<file path="config.mk">
export PLATFORM = sky130hd
export DESIGN_NAME = johnson_phase_monitor
export DESIGN_NICKNAME = d
export VERILOG_FILES = /design/src/rtl/johnson_pkg.sv /design/src/rtl/johnson_phase_monitor_decode.sv /design/src/rtl/johnson_phase_monitor.sv
export SDC_FILE = /design/constraint.sdc
export NUM_CORES = 1
export LEC_CHECK = 0
export CORE_ASPECT_RATIO = 1.2
export CORE_MARGIN = 3
export CORE_UTILIZATION = 54
export CTS_BUF_LIST = sky130_fd_sc_hd__clkbuf_4 sky130_fd_sc_hd__clkbuf_8 sky130_fd_sc_hd__clkbuf_16
export DETAILED_ROUTE_END_ITERATION = 12
export GPL_ROUTABILITY_DRIVEN = 0
export HOLD_SLACK_MARGIN = 0.15
export PLACE_DENSITY = 0.84
export SYNTH_ARGS = -nofsm -noshare
export SYNTH_HDL_FRONTEND = slang
export SYNTH_SLANG_ARGS = --single-unit
</file>
<file path="constraint.sdc">
create_clock -name clk -period 5.8 [get_ports clk]
set_input_delay 0.58 -clock clk [delete_from_list [all_inputs] [get_ports clk]]
set_output_delay 0.58 -clock clk [all_outputs]
set_load 0.005 [all_outputs]
</file>
<file path="src/rtl/johnson_pkg.sv">
// Shared types and code/phase helpers for the Johnson phase monitor.
package johnson_pkg;

  localparam int JOHNSON_N  = 4;
  localparam int NUM_PHASES = 2 * JOHNSON_N;
  localparam int PHASE_W    = $clog2(NUM_PHASES);

  typedef enum logic [1:0] {
    SYNC  = 2'd0,
    TRACK = 2'd1,
    FAULT = 2'd2
  } state_t;

  // Ones fill from the MSB for phases 0..N, then drain from the MSB.
  function automatic logic [JOHNSON_N-1:0] phase_to_code(input logic [PHASE_W-1:0] p);
    logic [JOHNSON_N-1:0] ones;
    int k;
    ones = '1;
    k = int'(p);
    if (k <= JOHNSON_N) return ~(ones >> k);
    else return ones >> (k - JOHNSON_N);
  endfunction

  // Returns {legal, phase}; phase is 0 for an illegal code.
  function automatic logic [PHASE_W:0] code_to_phase(input logic [JOHNSON_N-1:0] code);
    logic [PHASE_W:0] res;
    res = '0;
    for (int k = 0; k < NUM_PHASES; k++) begin
      if (code == phase_to_code(PHASE_W'(k))) res = {1'b1, PHASE_W'(k)};
    end
    return res;
  endfunction

endpackage

</file>
<file path="src/rtl/johnson_phase_monitor_decode.sv">
// Combinational Johnson code decoder: legality flag, phase index and one-hot phase.
module johnson_decode
  import johnson_pkg::*;
#(
  parameter int N = JOHNSON_N,
  localparam int NP = 2 * N,
  localparam int PW = $clog2(NP)
) (
  input  logic [N-1:0]  i_code,
  output logic          o_legal,
  output logic [PW-1:0] o_phase,
  output logic [NP-1:0] o_onehot
);

  localparam logic [N-1:0] ONES = '1;

  logic [NP-1:0] w_match;

  genvar gi;
  generate
    for (gi = 0; gi < NP; gi++) begin : g_match
      localparam logic [N-1:0] CODE = (gi <= N) ? ~(ONES >> gi) : (ONES >> (gi - N));
      assign w_match[gi] = (i_code == CODE);
    end
  endgenerate

  // At most one match, so OR-ing the indices yields the encoded phase.
  always_comb begin
    o_phase = '0;
    for (int k = 0; k < NP; k++) begin
      if (w_match[k]) o_phase = o_phase | PW'(k);
    end
  end

  assign o_legal  = |w_match;
  assign o_onehot = w_match;

endmodule

</file>
<file path="src/rtl/johnson_phase_monitor.sv">
// Tracks a Johnson counter: registered phase decode, sequence checking,
// sticky error flags and a saturating rotation counter.
module johnson_phase_monitor
  import johnson_pkg::*;
#(
  parameter int N     = JOHNSON_N,
  parameter int CYC_W = 8,
  localparam int NP   = 2 * N,
  localparam int PW   = $clog2(NP)
) (
  input  logic             clk,
  input  logic             rst,
  input  logic [N-1:0]     cnt_in,
  input  logic             clr_err,
  output logic [PW-1:0]    phase,
  output logic [NP-1:0]    phase_onehot,
  output logic             phase_valid,
  output logic             wrap_pulse,
  output logic [CYC_W-1:0] cycle_count,
  output logic             illegal_code,
  output logic             seq_error
);

  logic          w_legal;
  logic [PW-1:0] w_dec_phase;
  logic [NP-1:0] w_dec_onehot;

  johnson_decode #(.N(N)) u_decode (
    .i_code   (cnt_in),
    .o_legal  (w_legal),
    .o_phase  (w_dec_phase),
    .o_onehot (w_dec_onehot)
  );

  state_t           r_state, w_state_next;
  logic [PW-1:0]    r_phase, w_phase_next;   // doubles as prev_phase
  logic [NP-1:0]    r_onehot, w_onehot_next;
  logic             r_valid, w_valid_next;
  logic             r_wrap, w_wrap_next;
  logic [CYC_W-1:0] r_cycles, w_cycles_next;
  logic             r_illegal, w_illegal_next;
  logic             r_seq, w_seq_next;

  logic [PW-1:0] w_phase_inc;
  assign w_phase_inc = PW'(r_phase + PW'(1));

  always_ff @(posedge clk or posedge rst) begin
    if (rst) begin
      r_state   <= SYNC;
      r_phase   <= '0;
      r_onehot  <= '0;
      r_valid   <= 1'b0;
      r_wrap    <= 1'b0;
      r_cycles  <= '0;
      r_illegal <= 1'b0;
      r_seq     <= 1'b0;
    end else begin
      r_state   <= w_state_next;
      r_phase   <= w_phase_next;
      r_onehot  <= w_onehot_next;
      r_valid   <= w_valid_next;
      r_wrap    <= w_wrap_next;
      r_cycles  <= w_cycles_next;
      r_illegal <= w_illegal_next;
      r_seq     <= w_seq_next;
    end
  end

  always_comb begin
    w_state_next   = r_state;
    w_phase_next   = r_phase;
    w_onehot_next  = r_onehot;
    w_valid_next   = r_valid;
    w_wrap_next    = 1'b0;
    w_cycles_next  = r_cycles;
    w_illegal_next = r_illegal;
    w_seq_next     = r_seq;
    unique case (r_state)
      SYNC: begin
        if (w_legal) begin
          w_phase_next  = w_dec_phase;
          w_onehot_next = w_dec_onehot;
          w_valid_next  = 1'b1;
          w_state_next  = TRACK;
        end else begin
          w_illegal_next = 1'b1;
          w_onehot_next  = '0;
          w_valid_next   = 1'b0;
          w_state_next   = FAULT;
        end
      end
      TRACK: begin
        if (!w_legal) begin
          w_illegal_next = 1'b1;
          w_onehot_next  = '0;
          w_valid_next   = 1'b0;
          w_state_next   = FAULT;
        end else if (w_dec_phase == w_phase_inc) begin
          w_phase_next  = w_dec_phase;
          w_onehot_next = w_dec_onehot;
          if (r_phase == PW'(NP - 1)) begin
            w_wrap_next = 1'b1;
            if (r_cycles != '1) w_cycles_next = CYC_W'(r_cycles + CYC_W'(1));
          end
        end else if (w_dec_phase != r_phase) begin
          w_seq_next    = 1'b1;
          w_onehot_next = '0;
          w_valid_next  = 1'b0;
          w_state_next  = FAULT;
        end
      end
      FAULT: begin
        // The sample taken alongside clr_err is discarded; resync starts next edge.
        if (clr_err) begin
          w_illegal_next = 1'b0;
          w_seq_next     = 1'b0;
          w_state_next   = SYNC;
        end
      end
      default: w_state_next = SYNC;
    endcase
  end

  assign phase        = r_phase;
  assign phase_onehot = r_onehot;
  assign phase_valid  = r_valid;
  assign wrap_pulse   = r_wrap;
  assign cycle_count  = r_cycles;
  assign illegal_code = r_illegal;
  assign seq_error    = r_seq;

endmodule

</file>
# Word level (Yosys, flattened, before mapping)
# Cells that the tools add are included.
# W data, S select, Z words.
# totals
mem_bits_ro	0
wordCells	85
mem_bits_rw	0
reg_bits	25
latchBits	0
output_inout_bits	23
in_bits	7
mem_count	0
# op_classes
muxes	38
order_cmp	0
n_reduce_logical	14
addsub	2
n_eq_ne	23
div	0
n_mul	0
shifts	0
bitwise	0
# ops
op	count
$mux W8	4
$mux W3	7
$eq A4 B4 Y1 const B	4
$pmux W8 S2	1
$mux W1	14
$mux W2	7
$ne A2 B2 Y1 const B	7
$reduce_and A5 Y1	2
$reduce_and A3 Y1	3
$add A8 B1 Y8 const B	1
$ne A8 B8 Y1 const B	1
$reduce_or A8 Y1	1
$ne A3 B3 Y1 const B	2
$pmux W1 S2	3
$pmux W2 S3	1
$pmux W3 S2	1
$reduce_bool A2 Y1	3
$eq A4 B1 Y1 const B	1
$eq A4 B2 Y1 const B	1
$eq A4 B3 Y1 const B	1
$logic_not A4 Y1	1
$ne A4 B4 Y1 const B	1
$reduce_and A4 Y1	1
$add A3 B1 Y3 const B	1
8 further kinds	8

# Longest topological paths before layout
# Gate-level depths: netlist (run 1).
# depth
depth_word	13
mapped_depth	8
mapped_depth_nobuf	8

# Hierarchy
# A second synthesis (run 1) with hierarchy kept.
# hier_totals
hier_cells	119
hier_area_um2	1305.0
# by_module_without_submodules
mod	area_per_inst_um2	seq_area_each_um2	cells_each	n_inst
johnson_phase_monitor	1134.8	625.6	95	1
johnson_decode	170.2	0.0	24	1

# Worst setup path before layout (run 1)
# OpenSTA, ideal clock, no wires.
# synth_timing
path_type	input to register
from	input port cnt_in[0]
to	register r_seq, in the netlist seq_error
t_required_ns	5.714
stages	6
arrival_time_ns	2.101
path_buffers	1
path_slack_ns	3.614
setup_ns	0.086
cell_sequence	buf_4 -> mux2_2 -> mux2i_4 -> and2b_1 -> or3b_2 -> a32oi_1
# synth_between
elab_chain_cells	11
elab_cells_between_ends	22
classes_between	12 x eq/ne; 7 x mux; 3 x reduce/logical
# synth_rtl
element	line_no	source
from (decl)	johnson_phase_monitor.sv:13	input logic [N-1:0] cnt_in,
$eq A4 B4 Y1	johnson_phase_monitor_decode.sv:23	assign w_match[gi] = (i_code == CODE);
$mux W1	johnson_phase_monitor_decode.sv:31	if (w_match[k]) o_phase = o_phase | PW'(k);
$mux W2 (2 in series)	johnson_phase_monitor_decode.sv:31	
$mux W3 (4 in series)	johnson_phase_monitor_decode.sv:31	
$ne A3 B3 Y1 / $eq A3 B3 Y1 (equally long branches)	johnson_phase_monitor.sv:105, johnson_phase_monitor.sv:98	
$ne A2 B2 Y1 (no line)	-	
$reduce_and A5 Y1 (no line) (*)	-	
to (signal assigned)	johnson_phase_monitor.sv:65	r_seq <= w_seq_next;
to (decl)	johnson_phase_monitor.sv:42	logic r_seq, w_seq_next;
# Mark *: on every way between the ends. The rest lies on a longest branch, timed or not.
# A chain may end at the register's enable or synchronous reset.

# Worst setup path after layout (run 1)
# layout_timing
from	input port cnt_in[2]
to	register r_cycles[6], in the netlist cycle_count[6]
# layout_between
elab_chain_cells	10
elab_cells_between_ends	18
classes_between	8 x eq/ne; 7 x mux; 3 x reduce/logical
# layout_rtl
element	line_no	source
$eq A4 B4 Y1	johnson_phase_monitor_decode.sv:23	
$mux W1	johnson_phase_monitor_decode.sv:31	
$mux W2 (2 in series)	johnson_phase_monitor_decode.sv:31	
$mux W3 (4 in series)	johnson_phase_monitor_decode.sv:31	
$eq A3 B3 Y1	johnson_phase_monitor.sv:98	end else if (w_dec_phase == w_phase_inc) begin
$reduce_and A5 Y1 (no line) (*)	-	
to (signal assigned)	johnson_phase_monitor.sv:63	r_cycles <= w_cycles_next;
to (decl)	johnson_phase_monitor.sv:40	logic [CYC_W-1:0] r_cycles, w_cycles_next;
# Marked as above.

==> out/metrics.cfg, run 1 <==
[critical_path]
r2r-start = phase[0]
critPathBufInv = 1
worstSetupStartpointType = input port
rrSetupSlack_ns = 3.36
critPathMaxStageDelay_ns = 0.88
worst_r2r_path_depth = 7
required_ns = 6.06
r2r_end = cycle_count[6]
crit_path_end_kind = register
cp_top_family = simple AND/OR/NAND/NOR gates
cp.arrival_ns = 3.15
crit_chain = clkdlybuf4s50_1, xor2_1, or3_1, a32oi_4, and3_1, nor3b_2, mux2i_1
crit_fanout = 16
worst_path_max_delay_cell = clkdlybuf4s50_1
worst-setup-path-type = in -> reg

[timing]
fin_crit_sh = 0.4989
fin_ws_ns = 2.907
tightest_slew_ns = 0.9252
tns_ns = 0
rsz0062_at_grt = false
period_minus_slack_ns = 2.893
setup_violations = 0
timing.slew.headroom = 0.3825
slew_viol_final = 0
fmax_mhz = 345.6
final_hold_viol_count = 0
fin_skew_ns = 0.01357

[global_routing]
antenna_found_initial = 0
grt.total_usage = 0.2073
gr-total-overflow = 0
grt_max_degree = 26
first_global_vias = 1177
grt_pass1_wl_um = 5471

[cts]
cts_resized = 0
clkSlewWorstSetupHoldPaths_ns = 0.13
clkLatencyLatePin_ns = 0.32
cts_buffers = 3
cts.path.max_buffers = 2
hold_buffers = 0
clock_sinks = 25
cts_setup_buffers = 0
cts.htree.levels = 1
clockRootBuffer = clkbuf_4
cts_tree = built

[floorplanning]
die_area_sq_um = 3578
io-pin-count = 30
rows = 20
die_w_um = 55.11
fp.coreArea_sq_um = 2653
die_y_um = 64.93
start_util = 0.5892

[logic_synthesis]
yosys.area_share.adder = 0.02402
synthSimpleGateAreaFrac = 0.2450
synth_cells = 149
synth_area_leader_cell = dfrtp_1
netlist_top_cells_area = dfrtp_1, mux2_2, mux2i_1, xor2_1, ha_1
synthFlopType = dfrtp_1
synth_seq_cells = 25
synth_top_family_by_area = simple AND/OR/NAND/NOR gates
synth.yosys.seq_area_share = 0.4003
avgSynthCellArea_sq_um = 10.49
synthMuxAreaShare = 0.1105
syn_nets = 159
yosysWarningCount = 0
synth_cell_types = 50
synth-edff-count = 0
synth-compound-area-share = 0.1201
synth_top_area_frac = 0.4003
netlist_area_sq_um = 1563
synth-xor-area-share = 0.05044
synth-async-reset-ratio = 1.000

[power]
cellPowerDensity_nw_per_um2 = 319.8
p_leak_nw = 0.8180
vdd_drop_max_uv = 215.9

[layout]
layout_common_cells = clkdlybuf4s50_1, dfrtp_1, inv_1, nor2_1, mux2_2
num-fill-cells = 211
diodes = 0
final_common_cell = clkdlybuf4s50_1
layout-drive-gt1-share = 0.1420
multiInputGateArea_sq_um = 859.6
final_nets = 187
stdcell_count = 209
register_area_sq_um = 625.6
areaGrowthSynthToFinish_pct = 20.58

[detailed_routing]
vias_per_cell = 5.656
num_vias = 1182
drtAntennaViolNets = 0
drtIter0Drc = 29
drt_wl_total_um = 3164
routedWlPerCell_um = 15.14
drt-pass1-iter-count = 4
drcViolationCount = 0

[min_path]
min_from = cycle_count[5]
holdCritPathClass = reg -> reg
hold_depth = 1
hold-path-endpoint = cycle_count[5]

[placed_design]
dpl.hpwl_um = 2381
pre_cts_ws_ns = 2.586
port_buffers = 29
dpl.cell_count = 205

[flow_run]
cap_viol_max_count = 0

[run_status]
status = finished, final reports clean

registers in the layout (all words and copies together) (netlist names):
signal,count
phase_valid,1
phase,3
wrap_pulse,1
r_state,2
phase_onehot,8
cycle_count,8
seq_error,1
illegal_code,1
power breakdown:
group	switching (mW)	internal [mW]
clock	0.0489	0.0316
sequential	0.0436	0.209
combinational	0.125	0.145
total	0.217	0.385
how the worst max path moves through the flow:
stage,from,end,slack (ns),cells past startpoint
2_1_floorplan,cnt_in[0],seq_error,3.61,6
3_3_place_gp,cnt_in[2],cycle_count[6],2.70,7
3_5_place_dp,cnt_in[2],cycle_count[6],2.59,7
4_1_cts,cnt_in[2],cycle_count[6],2.93,7
5_1_grt,cnt_in[2],cycle_count[6],2.76,7
6_report,cnt_in[2],cycle_count[6],2.91,7
cell usage after synthesis, types with 2 or more instances:
master / number
dfrtp_1: 25
inv_1: 10
nor2_1: 10
mux2_2: 8
nand2_1: 7
mux2i_1: 6
nand3_1: 6
o21ai_0: 6
xor2_1: 6
nand2b_1: 5
nor3b_1: 5
and3_1: 3
ha_1: 3
nor2b_1: 3
nor3_1: 3
xnor2_1: 3
and3b_1: 2
buf_2: 2
buf_4: 2
nand4_1: 2
or2_2: 2
or3_1: 2
cell type report:
cell class,instances,area share
Multi-Input combinational cell,108,0.4562
Sequential cell,25,0.3320
Timing Repair Buffer,29,0.1541
Tap cell,33,0.02191
Inverter,10,0.01992
Clock buffer,4,0.01594
metal layers:
layer,track usage,share of wire
met5,0,0
met4,0.07295,0.014
met3,0.02069,0.031
met2,0.3432,0.52
met1,0.2738,0.43
through the flow:
stage          hold WS [ns]  power, mW    util  cell area [sq um]
2_1_floorplan        0.4849     0.4266       -               1563
3_3_place_gp         0.4871     0.5151  0.6991               1854
3_5_place_dp         0.4926     0.5264  0.6991               1854
4_1_cts              0.5169     0.6073  0.7104               1884
5_1_grt              0.5297     0.6474  0.7104               1884
6_report             0.5221     0.6026  0.7104               1884
kinds of logic (layout without fill, tap and decap cells):
logic type	Yosys count	in the layout
muxes	15	15
DFF	25	25
adders and majority gates	3	3
xor gates and xnor gates	9	9
and+or+nand+nor	60	60
buffers and inverters	16	43
AOI/OAI and AO/OA	21	21
Power figures use the tool's default switching activity.
==> inputs of run 2 (changes only) <==
--- a/config.mk
+++ b/config.mk
@@ -7,12 +7,12 @@
 export LEC_CHECK = 0
 export CORE_ASPECT_RATIO = 1.2
 export CORE_MARGIN = 3
-export CORE_UTILIZATION = 54
+export CORE_UTILIZATION = 51
 export CTS_BUF_LIST = sky130_fd_sc_hd__clkbuf_4 sky130_fd_sc_hd__clkbuf_8 sky130_fd_sc_hd__clkbuf_16
 export DETAILED_ROUTE_END_ITERATION = 12
 export GPL_ROUTABILITY_DRIVEN = 0
 export HOLD_SLACK_MARGIN = 0.15
-export PLACE_DENSITY = 0.84
+export PLACE_DENSITY = 0.8
 export SYNTH_ARGS = -nofsm -noshare
 export SYNTH_HDL_FRONTEND = slang
 export SYNTH_SLANG_ARGS = --single-unit
==> constraint.sdc (replaced) <==
create_clock -name clk -period 2.9 [get_ports clk]
set_input_delay 0.29 -clock clk [delete_from_list [all_inputs] [get_ports clk]]
set_output_delay 0.29 -clock clk [all_outputs]
set_load 0.005 [all_outputs]
==> run 2 against run 1 <==
Register-to-register slack worse by 2.9 ns; sequential cell count stayed put; count of clock-buffer cells in the layout stayed put; global-route usage is 1.4 points lower; design area is 0.86% higher; highest routed layer unchanged; combinational power is 100% higher; routed wire length is 4.2% higher; setup slack worse by 2.4 ns.
==> out/metrics.cfg, run 2 (synthesis results as in run 1) <==
[run_status]
status = finished, final reports clean

[timing]
tightest_slew_ns = 0.9254  ; +0.0001140 ns
rsz0062_at_grt = false
slew_viol_final = 0  ; unchanged
fin_crit_sh = 0.8341
timing.slew.headroom = 0.3824  ; about the same
fin_skew_ns = 0.01344  ; -0.0001262 ns
period_minus_slack_ns = 2.419
fmax_mhz = 413.4
whs_ns = 0.4588  ; -0.06332 ns
tns_ns = 0  ; unchanged
setup_violations = 0  ; unchanged
fin_ws_ns = 0.4810  ; -2.426 ns
final_hold_viol_count = 0  ; unchanged

[global_routing]
grt_util_met2 = 0.3526  ; +0.009406
grt.total_usage = 0.1937  ; -0.01357
use_met1 = 0.2300  ; -0.04380
grt_pass1_wl_um = 5713  ; +4.4%
antenna_found_initial = 0  ; unchanged
met3_usage = 0.03488  ; +0.01419
grt_busiest_layer = met2
first_global_vias = 1257  ; +6.8%
gr-total-overflow = 0  ; unchanged
grt_max_degree = 26  ; unchanged

[power]
vdd_drop_max_uv = 431.4  ; +100%
cellPowerDensity_nw_per_um2 = 636.2  ; +99%
p_leak_nw = 0.8276  ; +1.2%
fin_total_pwr_mw = 1.209  ; +100%

[layout]
stdcell_count = 212  ; +1.4%
final_nets = 189  ; +1.1%
num-fill-cells = 237  ; +12%
final_common_cell = clkdlybuf4s50_1
layout_common_cells = clkdlybuf4s50_1, dfrtp_1, inv_1, nor2_1, mux2_2
layout-drive-gt1-share = 0.1517  ; +0.009640
fin_util = 0.6636  ; -0.04677
fin_area_sq_um = 1901  ; +0.86%
areaGrowthSynthToFinish_pct = 21.62
diodes = 0  ; unchanged

[floorplanning]
die_w_um = 56.53  ; +2.6%
die_area_sq_um = 3767  ; +5.3%
fp.coreArea_sq_um = 2864  ; +8.0%
rows = 21  ; +5.0%
start_util = 0.5457  ; -0.04350
die_y_um = 66.64  ; +2.6%
io-pin-count = 30  ; unchanged

[cts]
clkLatencyLatePin_ns = 0.32  ; about the same
clock_sinks = 25  ; unchanged
clockRootBuffer = clkbuf_4
cts.htree.levels = 1  ; unchanged
cts_buffers = 3  ; unchanged
cts_setup_buffers = 0  ; unchanged
hold_buffers = 0  ; unchanged
cts_resized = 0  ; unchanged
cts_tree = built
cts.path.max_buffers = 2  ; unchanged
clkSlewWorstSetupHoldPaths_ns = 0.14  ; about the same

[detailed_routing]
drtIter0Drc = 76  ; +160%
drtAntennaViolNets = 0  ; unchanged
vias_per_cell = 5.693  ; +0.67%
drt_wl_total_um = 3297  ; +4.2%
num_vias = 1207  ; +2.1%
routedWlPerCell_um = 15.55  ; +2.7%
drt-pass1-iter-count = 4  ; unchanged
drcViolationCount = 0  ; unchanged

[placed_design]
dpl.cell_count = 208  ; +1.5%
dpl.hpwl_um = 2551  ; +7.2%
port_buffers = 29  ; unchanged
postPlaceCellArea_sq_um = 1871  ; +0.88%
pre_cts_ws_ns = 0.1679  ; -2.418 ns

[critical_path]
r2r-start = phase[0]
worstSetupStartpointType = input port
crit_fanout = 14  ; -2
required_ns = 3.14  ; -2.92 ns
crit_path_start = cnt_in[1]
worst-setup-path-type = in -> reg
cp.arrival_ns = 2.66  ; -0.49 ns
crit_path_end_kind = register

[min_path]
holdCritPathClass = in -> async

[flow_run]
cap_viol_max_count = 0  ; unchanged

## run 2: cell count changes in the layout (fill, tap and decap cells not counted)
cell	previous run	this run
buf_4	0	2
## run 2: layer usage
metal	routed length, um	up-vias
met1	1427	588
met4	43	0
li1	-	591
met3	99	6
met2	1726	22
met5	0	-
## run 2: worst max-delay path: stages
cell and delay (ns):
clkdlybuf4s50_1 0.77, xor2_1 0.19, or3_1 0.42, a32oi_4 0.33, nand4_4 0.20, nor3_1 0.28, xor2_1 0.18
## run 2: final cells by class
| class | instances | area [sq um] | share of cell area |
|---|---|---|---|
| Clock buffer | 4 | 30.03 | 0.01580 |
| Inverter | 10 | 37.54 | 0.01975 |
| Multi-Input combinational cell | 108 | 859.6 | 0.4523 |
| Sequential cell | 25 | 625.6 | 0.3292 |
| Tap cell | 34 | 42.54 | 0.02238 |
| Timing Repair Buffer | 31 | 305.3 | 0.1606 |
## run 2: final timing paths
kind | end | slack (ns) | cells past startpoint
worst max register to register | phase_onehot[4] | 0.49 | 7
max in group asynchronous | phase_onehot[0] | 1.87 | 2
worst max-delay path | cycle_count[5] | 0.48 | 7
worst min-delay path | r_state[0] | 0.46 | 2
min in group clk | cycle_count[5] | 0.52 | 1
worst min register to register | cycle_count[5] | 0.52 | 1
## run 2: where the power goes
group          switching, mW  internal (mW)
registers             0.0861          0.417
logic                  0.249          0.292
clock network          0.101         0.0631
total                  0.437          0.772
